**config.mk**
```make
export PLATFORM = sky130hd
export DESIGN_NAME = io_input_debounce
export DESIGN_NICKNAME = d
export VERILOG_FILES = /design/src/rtl/io_input_debounce.sv
export SDC_FILE = /design/constraint.sdc
export NUM_CORES = 1
export LEC_CHECK = 0
export BUFFER_PORTS_ARGS = -buffer_cell sky130_fd_sc_hd__buf_2
export CORE_MARGIN = 1
export CORE_UTILIZATION = 44
export DETAILED_ROUTE_END_ITERATION = 8
export PLACE_DENSITY = 0.59
export RECOVER_POWER = 25
export SLEW_MARGIN = 20
export SYNTH_ARGS = -nofsm -noshare
export SYNTH_HDL_FRONTEND = slang
export SYNTH_SLANG_ARGS = --single-unit
```
**constraint.sdc**
```tcl
create_clock -name io_clk -period 2.3 [get_ports io_clk]
set_input_delay 0.46 -clock io_clk [delete_from_list [all_inputs] [get_ports io_clk]]
set_output_delay 0.46 -clock io_clk [all_outputs]
set_load 0.05 [all_outputs]
```
**src/rtl/io_input_debounce.sv**
```systemverilog
// io_input_debounce: two-flop synchroniser plus per-bit debounce for the
// board slide switches (active-high) and push-buttons (active-low pins).
// Produces the zero-extended in_port0/in_port1 words for the input-port
// register stage and a one-cycle key_press pulse per debounced press.
//
// Optional build macro IO_DEBOUNCE_BYPASS_EN: removes the debounce counters
// so the stable level follows the second synchroniser flop directly
// (2-edge latency). This is meant for fast simulation only.
module io_input_debounce #(
  parameter int SW_WIDTH        = 10,
  parameter int KEY_WIDTH       = 4,
  parameter int DEBOUNCE_CYCLES = 50000,
  parameter int CNT_WIDTH       = 16
) (
  input  logic                 io_clk,
  input  logic                 resetn,
  input  logic [SW_WIDTH-1:0]  sw,
  input  logic [KEY_WIDTH-1:0] key_n,
  output logic [31:0]          in_port0,
  output logic [31:0]          in_port1,
  output logic [KEY_WIDTH-1:0] key_press
);

  logic [SW_WIDTH-1:0]  sw_s1;
  logic [SW_WIDTH-1:0]  sw_s2;
  logic [KEY_WIDTH-1:0] key_s1;
  logic [KEY_WIDTH-1:0] key_s2;
  logic [KEY_WIDTH-1:0] key_lvl;
  logic [SW_WIDTH-1:0]  sw_stable;
  logic [KEY_WIDTH-1:0] key_stable;

  // Two-flop synchronisers; key pins idle high (released) out of reset.
  always_ff @(posedge io_clk or negedge resetn) begin
    if (!resetn) begin
      sw_s1  <= '0;
      sw_s2  <= '0;
      key_s1 <= '1;
      key_s2 <= '1;
    end else begin
      sw_s1  <= sw;
      sw_s2  <= sw_s1;
      key_s1 <= key_n;
      key_s2 <= key_s1;
    end
  end

  // Internally a key level of 1 means pressed.
  assign key_lvl = ~key_s2;

`ifdef IO_DEBOUNCE_BYPASS_EN

  assign sw_stable  = sw_s2;
  assign key_stable = key_lvl;

  // Pulse when the synchronised pressed level goes 0->1 on this edge.
  always_ff @(posedge io_clk or negedge resetn) begin
    if (!resetn) begin
      key_press <= '0;
    end else begin
      key_press <= ~key_s1 & key_s2;
    end
  end

`else

  localparam logic [CNT_WIDTH-1:0] CNT_MAX = CNT_WIDTH'(DEBOUNCE_CYCLES - 1);
  localparam logic [CNT_WIDTH-1:0] CNT_ONE = CNT_WIDTH'(1);

  logic [CNT_WIDTH-1:0] sw_cnt  [SW_WIDTH];
  logic [CNT_WIDTH-1:0] key_cnt [KEY_WIDTH];
  logic [SW_WIDTH-1:0]  sw_stable_q;
  logic [KEY_WIDTH-1:0] key_stable_q;

  assign sw_stable  = sw_stable_q;
  assign key_stable = key_stable_q;

  // Switch debounce: accept a new level only after it has differed from the
  // stable level for DEBOUNCE_CYCLES consecutive edges; any return restarts.
  always_ff @(posedge io_clk or negedge resetn) begin
    if (!resetn) begin
      sw_stable_q <= '0;
      for (int i = 0; i < SW_WIDTH; i++) begin
        sw_cnt[i] <= '0;
      end
    end else begin
      for (int i = 0; i < SW_WIDTH; i++) begin
        if (sw_s2[i] == sw_stable_q[i]) begin
          sw_cnt[i] <= '0;
        end else if (sw_cnt[i] == CNT_MAX) begin
          sw_stable_q[i] <= sw_s2[i];
          sw_cnt[i]      <= '0;
        end else begin
          sw_cnt[i] <= sw_cnt[i] + CNT_ONE;
        end
      end
    end
  end

  // Key debounce, same rule as switches, plus a pulse on each accepted press.
  always_ff @(posedge io_clk or negedge resetn) begin
    if (!resetn) begin
      key_stable_q <= '0;
      key_press    <= '0;
      for (int i = 0; i < KEY_WIDTH; i++) begin
        key_cnt[i] <= '0;
      end
    end else begin
      key_press <= '0;
      for (int i = 0; i < KEY_WIDTH; i++) begin
        if (key_lvl[i] == key_stable_q[i]) begin
          key_cnt[i] <= '0;
        end else if (key_cnt[i] == CNT_MAX) begin
          key_stable_q[i] <= key_lvl[i];
          key_press[i]    <= key_lvl[i];
          key_cnt[i]      <= '0;
        end else begin
          key_cnt[i] <= key_cnt[i] + CNT_ONE;
        end
      end
    end
  end

`endif

  assign in_port0 = 32'(sw_stable);
  assign in_port1 = 32'(key_stable);

endmodule

```
Word level (Yosys, flattened, before mapping)
Index checks and enable logic that the tools add are counted.

Latch bits: 0. Bits of input ports: 16. Memories: 0. Memory bits (writable): 0. ROM bits: 0. Bits in registers: 270. Word-level logic and storage cells: 140.

Div/mod/pow operators: 0. Multipliers: 0. Mux-type cells: 36. Reduce and logical (&&, ||, !) cells: 14. Bitwise operators: 15. Equal/unequal tests: 28. $lt $le $gt $ge: 0. Add/subtract/negate cells: 14. Shift operators: 0.

Operators with widths (number): two-way mux 16 bit (28); adder 16 x 1 -> 16 bit (second input constant) (14); equality test 16 bit (second input constant) (14); AND reduction 2 bit (14); equality test 1 bit (14); NOT 1 bit (14); two-way mux 1 bit (8); NOT 4 bit (1).

Logic depth before layout (Yosys ltp)
Word-level depth: 4. Depth in mapped cells: 6. Mapped depth without buffers: 5.

Least setup slack after synthesis
OpenSTA, ideal clock, no wires.

Kind: register to register. Start: reg sw_cnt[156] in the netlist's numbering. End: reg sw_stable_q[0], in the netlist sw_stable[0]. Stages on the path, launching flop included: 4. Library setup time: 125 ps. Path slack: 457 ps. Path buffers: 0. Period minus slack after synthesis: 1843 ps. Data required time: 2175 ps. Arrival: 1718 ps. Cell sequence: dfrtp_1 or4_1 or4_4 mux2_4.

Longest elaborated chain between the ends: 2.

Ends and longest elaborated chain: start, declared (RTL line 69) `logic [CNT_WIDTH-1:0] sw_cnt [SW_WIDTH];`; start signal, assigned by index (RTL line 93) `sw_cnt[i] <= sw_cnt[i] + CNT_ONE;`; equality test 16 bit (RTL line 89) `end else if (sw_cnt[i] == CNT_MAX) begin`; AND reduction 2 bit (no line); end signal, assigned by index (RTL line 90) `sw_stable_q[i] <= sw_s2[i];`; end, declared (RTL line 71) `logic [SW_WIDTH-1:0] sw_stable_q;`.

No other way between the ends. A chain may end at the register's enable or synchronous reset.

Final worst setup path
Ends and elaborated chain as after synthesis.

==> impl_metrics.toml <==
[run_status]
run_status = "finished clean"

[setup_path]
crit_path_dat_ns = 2.33
r2r.worst_path.cells = 3
criticalPathCategory = "flip-flop to flip-flop"
worst_setup_path_start_kind = "flip-flop"
crit_fanout = 4
critPathCaptureType = "flip-flop"
timing.reg2reg.setup_slack_ns = 0.39
critPathRequiredTime_ns = 2.72

[logic_synthesis]
synth_top_area_share_pct = 51.5
post_synth_inst_count = 1239
synth_edf_count = 0
yosys.area_share.xor_xnor_pct = 14.2
yosys-top-cells-area = "sky130_fd_sc_hd__dfrtp_1 51%, sky130_fd_sc_hd__xnor2_1 12%, sky130_fd_sc_hd__nor2_1 7.6%"
synth-warning-count = 0
synth-compound-area-share_pct = 1.73
netlist_top_cells_count = "262 x sky130_fd_sc_hd__dfrtp_1, 259 x sky130_fd_sc_hd__nor2_1, 171 x sky130_fd_sc_hd__xnor2_1"
synth.lib_cells_used.distinct = 43
yosys_register_bits = 270
post_synth_instance_area_um2 = 12700
main_combinational_cell_family_by_area_after_synthesis = "simple AND/OR/NAND/NOR gates"
postSynth.asyncResetShare_pct = 100
post_synth.cell_area_avg_um2 = 10.3
post-synth-top-area-cell = "sky130_fd_sc_hd__dfrtp_1"
dominantRegCellSynth = "sky130_fd_sc_hd__dfrtp_1"
synth-adder-area-share_pct = 1.38
ys_seq_area_share_pct = 53.1
yosys.area_share.simple_pct = 23.7
share_of_synthesized_area_spent_on_multiplexers_pct = 0.943
synthMostInstantiatedCell = "sky130_fd_sc_hd__dfrtp_1"

[power_and_ir_drop]
internal-power_mw = 7.39
total_leakage_power_nw = 5.85
power-per-cell-area_nw_per_um2 = 678
switching_power_mw = 2.22
sw_frac_of_total_pct = 23.1
power.sequential.fraction_pct = 51.2
combinational_power_share_pct = 5.2
clock_power_share_pct = 43.6
vdd.ir_drop.worst_v = 0.000547

[route]
antenna_left = 0
wl_per_cell_um = 12.8
drc_errors = 0
route.final.wire_length_mm = 21.9
starting_drc_count_in_detailed_routing = 439
drt_first_pass_iters = 4
route.vias.total = 8496
route.detailed.vias_per_inst = 4.98

[clock_network]
tritoncts = "built"
post_cts_resized = 0
worst_path_clk_slew_ns = 0.06
clock_tree.htree_level_count = 1
inserted_clock_buffers = 29
root_buffer = "sky130_fd_sc_hd__clkbuf_16"
clock_tree.buffer_depth = 3
insertion_delay_ns = 0.53
sinks_on_clock_net = 270

[finish]
number_of_diodes_added_for_antenna_fixing = 0
area.growth.synth_to_final_pct = 11.3
fraction_of_layout_cells_with_a_size_suffix_above_1_pct = 9.11
design.final.nets = 1341

[floorplan]
placementRows = 61
floorplan.die.height_um = 172
boundaryPins = 84
die_width_um = 172
initial_core_util_pct = 45.2
die_area_um2 = 29600
fp.coreArea_um2 = 28200

[placement]
dp_hpwl_mm = 14.3
gp_routability_congestion = 0.841
dpl_worst_slack_ns = 0.400
buffer_ports.inserted = 33

[grt]
grt_pass1_vias = 8316
global_route_wire_length_before_repair_mm = 38.9
grt_start_max_net_pins = 60
antenna_found_initial = 0
grt_remaining_overflow = 0
grt.total_usage_pct = 15.7

[timing]
drv_slew = 0
setup_slack_ns = 0.392
final_period_minus_worst_setup_slack_ns = 1.91
worst_slew_margin_relative_to_its_limit_pct = 1.82
post-route-period-util_pct = 83.0
finalSetupViolations = 0
timing_worst_slew_pin_value_ns = 1.47
rsz0062_at_grt = "false"
hold_violations = 0
achievable-frequency_mhz = 524
final.setup.tns_ns = 0
clock-skew-final_ns = 0.00799

[hold_path]
min-delay-path-class = "input pin to flip-flop"
min_delay_path_depth = 1

[flow_run]
drv.max_cap_violation_count = 0
## layer usage
layer	vias to the layer above	wire (um)	GRT usage, %	share of wire [%]
li1	4257	-	-	-
met4	0	543	4.39	2.5
met3	36	688	2.43	3.1
met2	119	9750	25.0	45
met1	4084	10900	22.2	50
met5	-	0	0	0
## critical path, stage by stage (launching register included)
cell                      delay [ns]
sky130_fd_sc_hd__dfrtp_1        0.42
sky130_fd_sc_hd__or4_1          0.53
sky130_fd_sc_hd__or4_4          0.53
sky130_fd_sc_hd__mux2_4         0.32
## registers in the layout, indices dropped and copies added, names as in the netlist
name / cells
key_press: 4
key_s2: 4
sw_s2: 10
sw_cnt: 160
sw_s1: 10
sw_stable: 10
key_s1: 4
key_cnt: 64
key_stable: 4
## path summary, 6_finish.rpt
check | start | end
max | sw_cnt[156] | sw_stable[0]
min in group asynchronous | resetn | sw_s2[6]
min | sw[5] | sw_s1[5]
max reg2reg | sw_cnt[156] | sw_stable[0]
max in group asynchronous | resetn | key_s2[2]
min reg2reg | sw_s1[9] | sw_s2[9]
## layout by cell type, fill, tap and decap left out, types with 2 or more instances in the layout
cell and count:
sky130_fd_sc_hd__dfstp_2 7, sky130_fd_sc_hd__inv_1 44, sky130_fd_sc_hd__nor4_1 56, sky130_fd_sc_hd__or4_4 3, sky130_fd_sc_hd__clkbuf_8 4, sky130_fd_sc_hd__mux2_2 8
sky130_fd_sc_hd__clkbuf_16 29, sky130_fd_sc_hd__nand3_1 76, sky130_fd_sc_hd__buf_12 4, sky130_fd_sc_hd__nor3_1 52, sky130_fd_sc_hd__nor4b_1 7, sky130_fd_sc_hd__buf_2 33
sky130_fd_sc_hd__xnor2_1 171, sky130_fd_sc_hd__clkbuf_1 12, sky130_fd_sc_hd__nand4b_1 3, sky130_fd_sc_hd__clkinv_2 3, sky130_fd_sc_hd__o41ai_4 5, sky130_fd_sc_hd__o21ai_0 6
sky130_fd_sc_hd__ha_1 14, sky130_fd_sc_hd__nand2_1 50, sky130_fd_sc_hd__nor4bb_1 10, sky130_fd_sc_hd__dlygate4sd3_1 5, sky130_fd_sc_hd__nand2_4 2, sky130_fd_sc_hd__nand4_1 53
sky130_fd_sc_hd__xor2_1 35, sky130_fd_sc_hd__or3_1 6, sky130_fd_sc_hd__mux2_4 2, sky130_fd_sc_hd__nand4bb_1 3, sky130_fd_sc_hd__and4_1 3, sky130_fd_sc_hd__a21oi_1 4
sky130_fd_sc_hd__nor2_1 259, sky130_fd_sc_hd__conb_1 50, sky130_fd_sc_hd__buf_4 14, sky130_fd_sc_hd__or4_1 4, sky130_fd_sc_hd__and3_1 13, sky130_fd_sc_hd__dfrtp_1 262
sky130_fd_sc_hd__nand3b_1 4
## through the flow
step           hold WS (ns)  cells  total power [mW]  cell area [um^2]  util [%]
2_1_floorplan         0.164   1288              5.39             12900         -
3_3_place_gp          0.333   1653              5.50             13300      47.2
3_5_place_dp          0.335   1653              5.51             13300      47.2
4_1_cts             0.00609   1706              9.77             14200      50.4
5_1_grt             0.00545   1706              10.0             14200      50.3
6_report             0.0287   1706              9.61             14200      50.3
## final cells by class
cell class                      instances  area, um^2
Sequential cell                       270        6770
Inverter                               44         165
Clock inverter                          3        15.0
Tap cell                              378         473
Clock buffer                           45         826
Timing Repair Buffer                   57         405
Multi-Input combinational cell        909        5530
Fill cell                            2584       14000
## cells by family (layout without fill, tap and decap cells)
group / after synthesis / after routing
compound gates: 18 / 18
mux: 10 / 10
flops: 270 / 270
fa+ha+maj: 14 / 14
buf+inv: 109 / 149
xor+xnor: 206 / 206
other cells: 1 / 50
simple gates: 611 / 611
## power by group through the flow
| stage | combinational (mW) | sequential (mW) | clock, mW |
|---|---|---|---|
| final | 0.501 | 4.92 | 4.19 |
| after global routing | 0.567 | 4.93 | 4.51 |
| after CTS | 0.517 | 4.92 | 4.34 |
| after detailed placement | 0.508 | 5.00 | 0 |
| after global placement | 0.503 | 5.00 | 0 |
| after floorplan | 0.403 | 4.99 | 0 |
## what timing repair did
item,in CTS,in global routing
buffers inserted,0,0
endpoints found under the hold margin,57,0
hold buffers,5,0
Power figures use the tool's default switching activity.
